===== config.mk =====
export PLATFORM = sky130hd
export DESIGN_NAME = conv_window_ctrl_flat
export DESIGN_NICKNAME = d
export VERILOG_FILES = /design/src/rtl/conv_window_ctrl_if.sv /design/src/rtl/conv_window_ctrl.sv /design/src/flat_wrapper.sv
export SDC_FILE = /design/constraint.sdc
export NUM_CORES = 2
export LEC_CHECK = 0
export CORE_UTILIZATION = 55
export CTS_CLUSTER_SIZE = 24
export DETAILED_ROUTE_END_ITERATION = 8
export PLACE_DENSITY = 0.84
export REMOVE_ABC_BUFFERS = 1
export SYNTH_ARGS = -nofsm -noshare
export SYNTH_HDL_FRONTEND = slang
export SYNTH_SLANG_ARGS = --single-unit

===== constraint.sdc =====
create_clock -name clk -period 31.9 [get_ports clk]
set_input_delay 7.975 -clock clk [delete_from_list [all_inputs] [get_ports clk]]
set_output_delay 7.975 -clock clk [all_outputs]
set_load 0.02 [all_outputs]

===== src/rtl/conv_window_ctrl_if.sv =====
`default_nettype none
// ============================================================================
// Module   : conv_window_ctrl_if
// Purpose  : Pixel-in / result-out handshake bundle for conv_window_ctrl.
//            Producer side (master) drives pixels and accepts results.
//            The window controller (slave) accepts pixels and offers results.
// Signals  : in_valid/in_ready/in_data   - pixel stream, all channels packed
//            out_valid/out_ready/out_data - registered layer result
// Revision : 1.0 - initial release
// ============================================================================
interface conv_window_ctrl_if #(
  parameter int WIDTH = 8,
  parameter int CIN   = 3,
  parameter int ZW    = 22
);
  logic                 in_valid;
  logic                 in_ready;
  logic [CIN*WIDTH-1:0] in_data;
  logic                 out_valid;
  logic                 out_ready;
  logic [ZW-1:0]        out_data;

  modport master (
    output in_valid, in_data, out_ready,
    input  in_ready, out_valid, out_data
  );

  modport slave (
    input  in_valid, in_data, out_ready,
    output in_ready, out_valid, out_data
  );
endinterface
`default_nettype wire


===== src/rtl/conv_window_ctrl.sv =====
`default_nettype none
// ============================================================================
// Module   : conv_window_ctrl
// Purpose  : Streams a raster frame of CIN-channel pixels, keeps the last F
//            rows in a line buffer plus an F x F shift window, exposes the
//            window to an external combinational layer and registers its
//            result whenever the window is fully inside the frame (stride 1,
//            no padding).
// Ports    : clk, rst_n    - clock, asynchronous active-low reset
//            start         - one-cycle pulse starting a frame (IDLE only)
//            bus (slave)   - pixel input / result output handshakes
//            win           - current window, index c*F*F + ky*F + kx
//            res_z         - combinational layer result for win
//            busy, done    - frame in progress / end-of-frame pulse
// Revision : 1.0 - initial release
// ============================================================================
module conv_window_ctrl #(
  parameter int WIDTH = 8,
  parameter int F     = 5,
  parameter int CIN   = 3,
  parameter int IMG_W = 32,
  parameter int IMG_H = 32,
  parameter int ZW    = 22
) (
  input  wire                  clk,
  input  wire                  rst_n,
  input  wire                  start,
  conv_window_ctrl_if.slave    bus,
  output logic [WIDTH-1:0]     win [CIN*F*F],
  input  wire  [ZW-1:0]        res_z,
  output logic                 busy,
  output logic                 done
);

  localparam int CW = (IMG_W > 1) ? $clog2(IMG_W) : 1;
  localparam int RW = (IMG_H > 1) ? $clog2(IMG_H) : 1;

  localparam logic [CW-1:0] c_col_last  = CW'(IMG_W - 1);
  localparam logic [RW-1:0] c_row_last  = RW'(IMG_H - 1);
  localparam logic [CW-1:0] c_col_first = CW'(F - 1);
  localparam logic [RW-1:0] c_row_first = RW'(F - 1);

  typedef enum logic [1:0] {
    IDLE   = 2'd0,
    STREAM = 2'd1,
    FLUSH  = 2'd2
  } state_t;

  state_t            r_state;
  logic [RW-1:0]     r_row;
  logic [CW-1:0]     r_col;
  // Window registered on the previous accept is complete and awaits capture.
  logic              r_pend;
  // Previous F-1 rows; index 0 is the oldest row, F-2 the row just above.
  logic [CIN*WIDTH-1:0] r_lb [F-1][IMG_W];

  logic w_out_free;
  logic w_accept;
  logic w_pos_valid;
  logic w_load;
  logic w_last_pix;

  assign w_out_free   = !bus.out_valid || bus.out_ready;
  assign bus.in_ready = (r_state == STREAM) && w_out_free;
  assign w_accept     = bus.in_valid && bus.in_ready;
  assign w_pos_valid  = (r_row >= c_row_first) && (r_col >= c_col_first);
  // A pending window is captured as soon as the output register is free.
  // While it is not free in_ready is low, so win cannot move underneath it.
  assign w_load       = r_pend && w_out_free;
  assign w_last_pix   = (r_row == c_row_last) && (r_col == c_col_last);

  always_ff @(posedge clk or negedge rst_n) begin
    if (!rst_n) begin
      r_state       <= IDLE;
      r_row         <= '0;
      r_col         <= '0;
      r_pend        <= 1'b0;
      bus.out_valid <= 1'b0;
      bus.out_data  <= '0;
      busy          <= 1'b0;
      done          <= 1'b0;
    end else begin
      done <= 1'b0;

      if (w_load) begin
        bus.out_valid <= 1'b1;
        bus.out_data  <= res_z;
      end else if (bus.out_valid && bus.out_ready) begin
        bus.out_valid <= 1'b0;
      end

      if (w_accept) begin
        r_pend <= w_pos_valid;
      end else if (w_load) begin
        r_pend <= 1'b0;
      end

      case (r_state)
        IDLE: begin
          if (start) begin
            r_state <= STREAM;
            busy    <= 1'b1;
            r_row   <= '0;
            r_col   <= '0;
          end
        end
        STREAM: begin
          if (w_accept) begin
            if (r_col == c_col_last) begin
              r_col <= '0;
              r_row <= w_last_pix ? '0 : r_row + 1'b1;
            end else begin
              r_col <= r_col + 1'b1;
            end
            if (w_last_pix) begin
              r_state <= FLUSH;
            end
          end
        end
        FLUSH: begin
          // The final pixel is always a valid position, so this fires on the
          // handshake of the last result.
          if (!r_pend && w_out_free) begin
            r_state <= IDLE;
            busy    <= 1'b0;
            done    <= 1'b1;
          end
        end
        default: begin
          r_state <= IDLE;
          busy    <= 1'b0;
        end
      endcase
    end
  end

  // Datapath storage is never reset: a window is only flagged valid once
  // every row and column it covers has been rewritten in the current frame.
  always_ff @(posedge clk) begin
    if (w_accept) begin
      for (int c = 0; c < CIN; c++) begin
        for (int ky = 0; ky < F; ky++) begin
          for (int kx = 0; kx < F - 1; kx++) begin
            win[c*F*F + ky*F + kx] <= win[c*F*F + ky*F + kx + 1];
          end
          if (ky == F - 1) begin
            win[c*F*F + ky*F + F - 1] <= bus.in_data[c*WIDTH +: WIDTH];
          end else begin
            win[c*F*F + ky*F + F - 1] <= r_lb[ky][r_col][c*WIDTH +: WIDTH];
          end
        end
      end
      for (int ky = 0; ky < F - 2; ky++) begin
        r_lb[ky][r_col] <= r_lb[ky+1][r_col];
      end
      r_lb[F-2][r_col] <= bus.in_data;
    end
  end

endmodule
`default_nettype wire

===== src/flat_wrapper.sv =====
// flat-port wrapper written by rule: the top's interface ports become plain ports
module conv_window_ctrl_flat 
#(
  parameter int WIDTH = 8,
  parameter int F     = 5,
  parameter int CIN   = 3,
  parameter int IMG_W = 32,
  parameter int IMG_H = 32,
  parameter int ZW    = 22
)
  (clk, rst_n, start, win, res_z, busy, done, bus_in_valid, bus_in_data, bus_out_ready, bus_in_ready, bus_out_valid, bus_out_data);
  conv_window_ctrl_if #(.WIDTH(WIDTH), .CIN(CIN), .ZW(ZW)) bus_i ();
  input  wire clk;
  input  wire rst_n;
  input  wire start;
  output logic [WIDTH-1:0] win[CIN*F*F];
  input  wire  [ZW-1:0] res_z;
  output logic busy;
  output logic done;
  input wire logic [$bits(bus_i.in_valid)-1:0] bus_in_valid;
  input wire logic [$bits(bus_i.in_data)-1:0] bus_in_data;
  input wire logic [$bits(bus_i.out_ready)-1:0] bus_out_ready;
  output wire logic [$bits(bus_i.in_ready)-1:0] bus_in_ready;
  output wire logic [$bits(bus_i.out_valid)-1:0] bus_out_valid;
  output wire logic [$bits(bus_i.out_data)-1:0] bus_out_data;
  assign bus_i.in_valid = bus_in_valid;
  assign bus_i.in_data = bus_in_data;
  assign bus_i.out_ready = bus_out_ready;
  assign bus_in_ready = bus_i.in_ready;
  assign bus_out_valid = bus_i.out_valid;
  assign bus_out_data = bus_i.out_data;
  conv_window_ctrl #(.WIDTH(WIDTH), .F(F), .CIN(CIN), .IMG_W(IMG_W), .IMG_H(IMG_H), .ZW(ZW)) u_core (.clk(clk), .rst_n(rst_n), .start(start), .bus(bus_i), .win(win), .res_z(res_z), .busy(busy), .done(done));
endmodule

* Word-level counts from Yosys, hierarchy flattened
Memories as Yosys holds them, arrays and structs flattened. Index checks and enable logic that the tools add are counted.
Word-level totals: register bits after elaboration 638, memory bits (writable) 3072, bits of input ports 51, memories 1
Operators by class: $add $sub $neg 2, magnitude comparators 4, equality and inequality tests 9, muxes and demuxes 38, bitwise logic cells 2, reduce and logical (&&, ||, !) cells 19
Memories:
- u_core.r_lb | words 4, width 768, read ports 4, clocked after memory_dff 0, write ports 4, line conv_window_ctrl.sv:55 | logic [CIN*WIDTH-1:0] r_lb [F-1][IMG_W];
Operators with widths (count):
- 2-to-1 mux 768 bit | 1
- binary-select mux 24 bit (select 5 bit) | 4
- 2-to-1 mux 24 bit | 9
- demux 24 bit (select 5 bit) | 1
- 2-to-1 mux 5 bit | 6
- one-hot mux 5 bit (2 select lines) | 2
- adder 5 x 1 -> 5 bit (second input constant) | 2
- == test 5 bit (second input constant) | 2
- >= comparator 5 x 3 -> 1 bit (second input constant) | 2
- 2-to-1 mux 1 bit | 9
- logical AND 1 bit | 8
- 2-to-1 mux 2 bit | 4
- AND reduction 4 bit | 2
- >= comparator 6 bit (second input constant) | 1
- < comparator 6 x 1 -> 1 bit (second input constant) | 1
- inequality test 2 x 1 -> 1 bit (second input constant) | 3
- inverter 5 -> 6 bit | 1
- one-hot mux 2 bit (3 select lines) | 1
- AND reduction 3 bit | 2
- nonzero test 2 bit | 3
- inequality test 2 bit (second input constant) | 2
- one-hot mux 1 bit (3 select lines) | 1
- == test 2 x 1 -> 1 bit (second input constant) | 1
- == test 2 bit (second input constant) | 1
- other kinds (4) | 5

* Depth between registers and ports, before layout
depth after elaboration 6, gate-level depth with buffers 9, depth with buffers taken out 6

* Worst setup path before layout
No wires, ideal clock.
kind input to register, start input bus_out_ready, end memory u_core.r_lb[0][0] (netlist name) (enable), arrival time 32833 ps, data required time 31348 ps, setup slack -1484 ps, cell stages on the path 5, path buffers 1, cells stage by stage nand2b_1 and3_1 clkbuf_1 nand2_1 nor2_1
RTL lines:
- from (decl) | line flat_wrapper.sv:22 | input wire logic [$bits(bus_i.out_ready)-1:0] bus_out_ready;
- to (decl) | line conv_window_ctrl.sv:55

* Worst setup path after layout
start input bus_out_ready, end output bus_in_ready
On the way: cells in the longest elaborated chain, start to end 2
RTL lines:
- logical OR 1 bit | line conv_window_ctrl.sv:63 | assign w_out_free = !bus.out_valid || bus.out_ready;
- logical AND 1 bit | line conv_window_ctrl.sv:64 | assign bus.in_ready = (r_state == STREAM) && w_out_free;
- to (decl) | line flat_wrapper.sv:23 | output wire logic [$bits(bus_i.in_ready)-1:0] bus_in_ready;
No other way between the ends.

==> reports/metrics.yaml <==
grt-ovfl-total: 0
ctsHoldBuffers: 0
syn_area_sq_mm: 0.136
grt_pass1_vias: 73600
track_usage_pct: 27.5
drtPass1Iterations: 6
p_leak_nw: 54.5
finalSetupViolCount: 0
cts-resized-gates: 0
ys_types: 40
synth_adder_area_share_pct: 0.0737
post_cts_buffers: 0
synth_xor_area_share_pct: 0
clock_path_buffers: 4
cp.required_ns: 23.93
cap_violations: 0
synth_top_area_cell: "edfxtp_1"
netlist.area_leader.share_pct: 81.2
antenna_found_initial: 7
die_x_um: 499
routed_wl_um: 351000
pre_cts_slack_ns: 14.49
slew_viol_final: 0
avgSynthCellArea_sq_um: 19.9
stdcell_count: 11200
die_h_um: 499
rrSetupSlack_ns: 23.30
synth_edf_count: 3672
worst_slack_ns: 14.46
cts_root_buf: "clkbuf_16"
final-hold-violation-count: 0
dp_cells: 10500
synthTopCellsByArea: "edfxtp_1, mux2i_1, o22ai_1"
yosys-top-cells-count: "edfxtp_1, mux2i_1, o22ai_1"
cts.sinks: 3710
yosysSeqAreaShare_pct: 81.9
wire_per_inst_um: 31.5
num_rows: 182
synth_cells: 6817
io_buffers: 676
path_class: "in -> out"
p_per_area_mw_per_mm2: 102
area_growth_pct: 16.3
fin_util_pct: 64.3
dieArea_sq_mm: 0.249
drc: 0
start_util_pct: 55.3
vias: 73700
reg2reg_to: "u_core.r_lb[1][393]$_DFFE_PP_"
cp-start-kind: "input pin"
path_clk_slew_ns: 0.07
dpl.hpwl_um: 172000
relSlewSlack_pct: 4.76
ys.flop_type: "edfxtp_1"
htree_levels: 5
drive_above_1_share_pct: 8.92
grt_max_degree: 151
ff2ff_path_depth: 9
rsz0062_at_grt: "no"
grt_pass1_wl_um: 497000
cts_made_buffers: 372
ios: 677
finalWeightedCongestion: 0.845
tightest_slew_ns: 1.42
arrival_ns: 9.46
outcome: "complete, no violations"
synth_compound_area_share_pct: 3.66
hold_end: "u_core.win[450]$_DFFE_PP_"
min_from: "u_core.win[442]$_DFFE_PP_"
period_needed_ns: 17.44
finalCritPeriodShare_pct: 54.7
r2r-start: "u_core.r_col[1]$_DFFE_PN0P_"
antenna_left: 0
synth_most_common_cell: "edfxtp_1"
clk_latency_ns: 1.01
core_sq_mm: 0.246
max_freq_ghz: 0.0574
tns_ns: 0
async_flop_share_pct: 1.02
peakVddDrop_v: 0.000117
yosys_warnings: 0
clock_skew_ns: 0.0876
cts_tree: "yes"
viasPerCell: 6.61
drt-initial-drc-count: 11200
synth_top_family_by_area: "multiplexers"
crit_path_end_kind: "primary output"
critPathMaxFanout: 4
hold_depth: 0
synthMuxAreaShare_pct: 11.5
nNetsFinal: 7705
synthSimpleGateAreaFrac_pct: 1.53
synth_seq_cells: 3710
hold_path_class: "reg -> reg"
-- cell type report --
cell class	instances	area (sq um)
well taps	3220	4030
diodes	4	10.0
repair buffers	811	8030
multi-input cells	2742	23100
inverters	9	33.8
fillers	15100	87800
clock buffers	448	9730
flip-flops and latches	3710	111000
clock inverters	209	1690
-- registers in the layout, indices dropped and copies added (netlist names) --
| register | cells |
|---|---|
| u_core.r_pend | 1 |
| u_core.r_row | 5 |
| u_core.bus.out_data | 22 |
| u_core.done | 1 |
| u_core.r_state | 2 |
| u_core.bus.out_valid | 1 |
| u_core.r_lb | 3072 |
| u_core.win | 600 |
| u_core.r_col | 5 |
| u_core.busy | 1 |
-- through the flow --
stage | total power, W | hold slack (ns) | instance area, sq um
2_1_floorplan | 0.0136 | 0.476 | 134000
3_5_place_dp | 0.0120 | 0.431 | 146000
4_1_cts | 0.0161 | 0.424 | 158000
3_3_place_gp | 0.0118 | 0.426 | 146000
5_1_grt | 0.0166 | 0.431 | 158000
6_report | 0.0162 | 0.411 | 158000
-- worst max path at each step --
stage,start,endpoint,slack (ns),cells past startpoint
2_1_floorplan,u_core.r_col[1]$_DFFE_PN0P_,u_core.r_lb[0][0]$_DFFE_PP_,-23.64,3
3_3_place_gp,bus_out_ready,bus_in_ready,14.49,4
3_5_place_dp,bus_out_ready,bus_in_ready,14.49,4
4_1_cts,bus_out_ready,bus_in_ready,14.48,4
5_1_grt,bus_out_ready,bus_in_ready,14.39,4
6_report,bus_out_ready,bus_in_ready,14.46,4
-- layer usage --
layer	track usage, %	up-vias	wire, um
met4	13.2	6	18800
li1	-	29500	-
met1	35.2	36600	120000
met5	0	-	32
met3	5.74	1339	44000
met2	45.1	6244	168000
-- placed cells by master, fill, tap and decap left out, drive strengths merged, types with 10 or more instances in the layout --
master and instances:
mux2i 1537, o22ai 769, nand2 113, mux2 23
clkbuf 448, inv 22, clkinvlp 18, edfxtp 3672
clkinv 155, nor2 37, o21ai 10, nor4 192
dfrtp 38, buf 136, bufinv 23, clkdlybuf4s50 675
-- cell families after synthesis --
| group | Yosys count |
|---|---|
| AO/OA/AOI/OAI | 793 |
| buffers and inverters | 365 |
| adder cells (fa/ha/maj) | 8 |
| multiplexers | 1560 |
| AND/OR/NAND/NOR | 381 |
| flip-flops | 3710 |
-- where the power goes --
part           leakage, nW  total [W]  internal, W  switching (W)
clock network         5.55    0.00415      0.00235        0.00180
registers             34.0    0.00755      0.00732       0.000232
logic                 14.9    0.00444      0.00127        0.00318
-- critical path, stage by stage --
cell and delay (ns):
clkdlybuf4s50_1 0.46, nor2b_1 0.36, nor2_1 0.10, clkdlybuf4s50_1 0.56
Note: power is estimated with default switching activity, not from simulation.
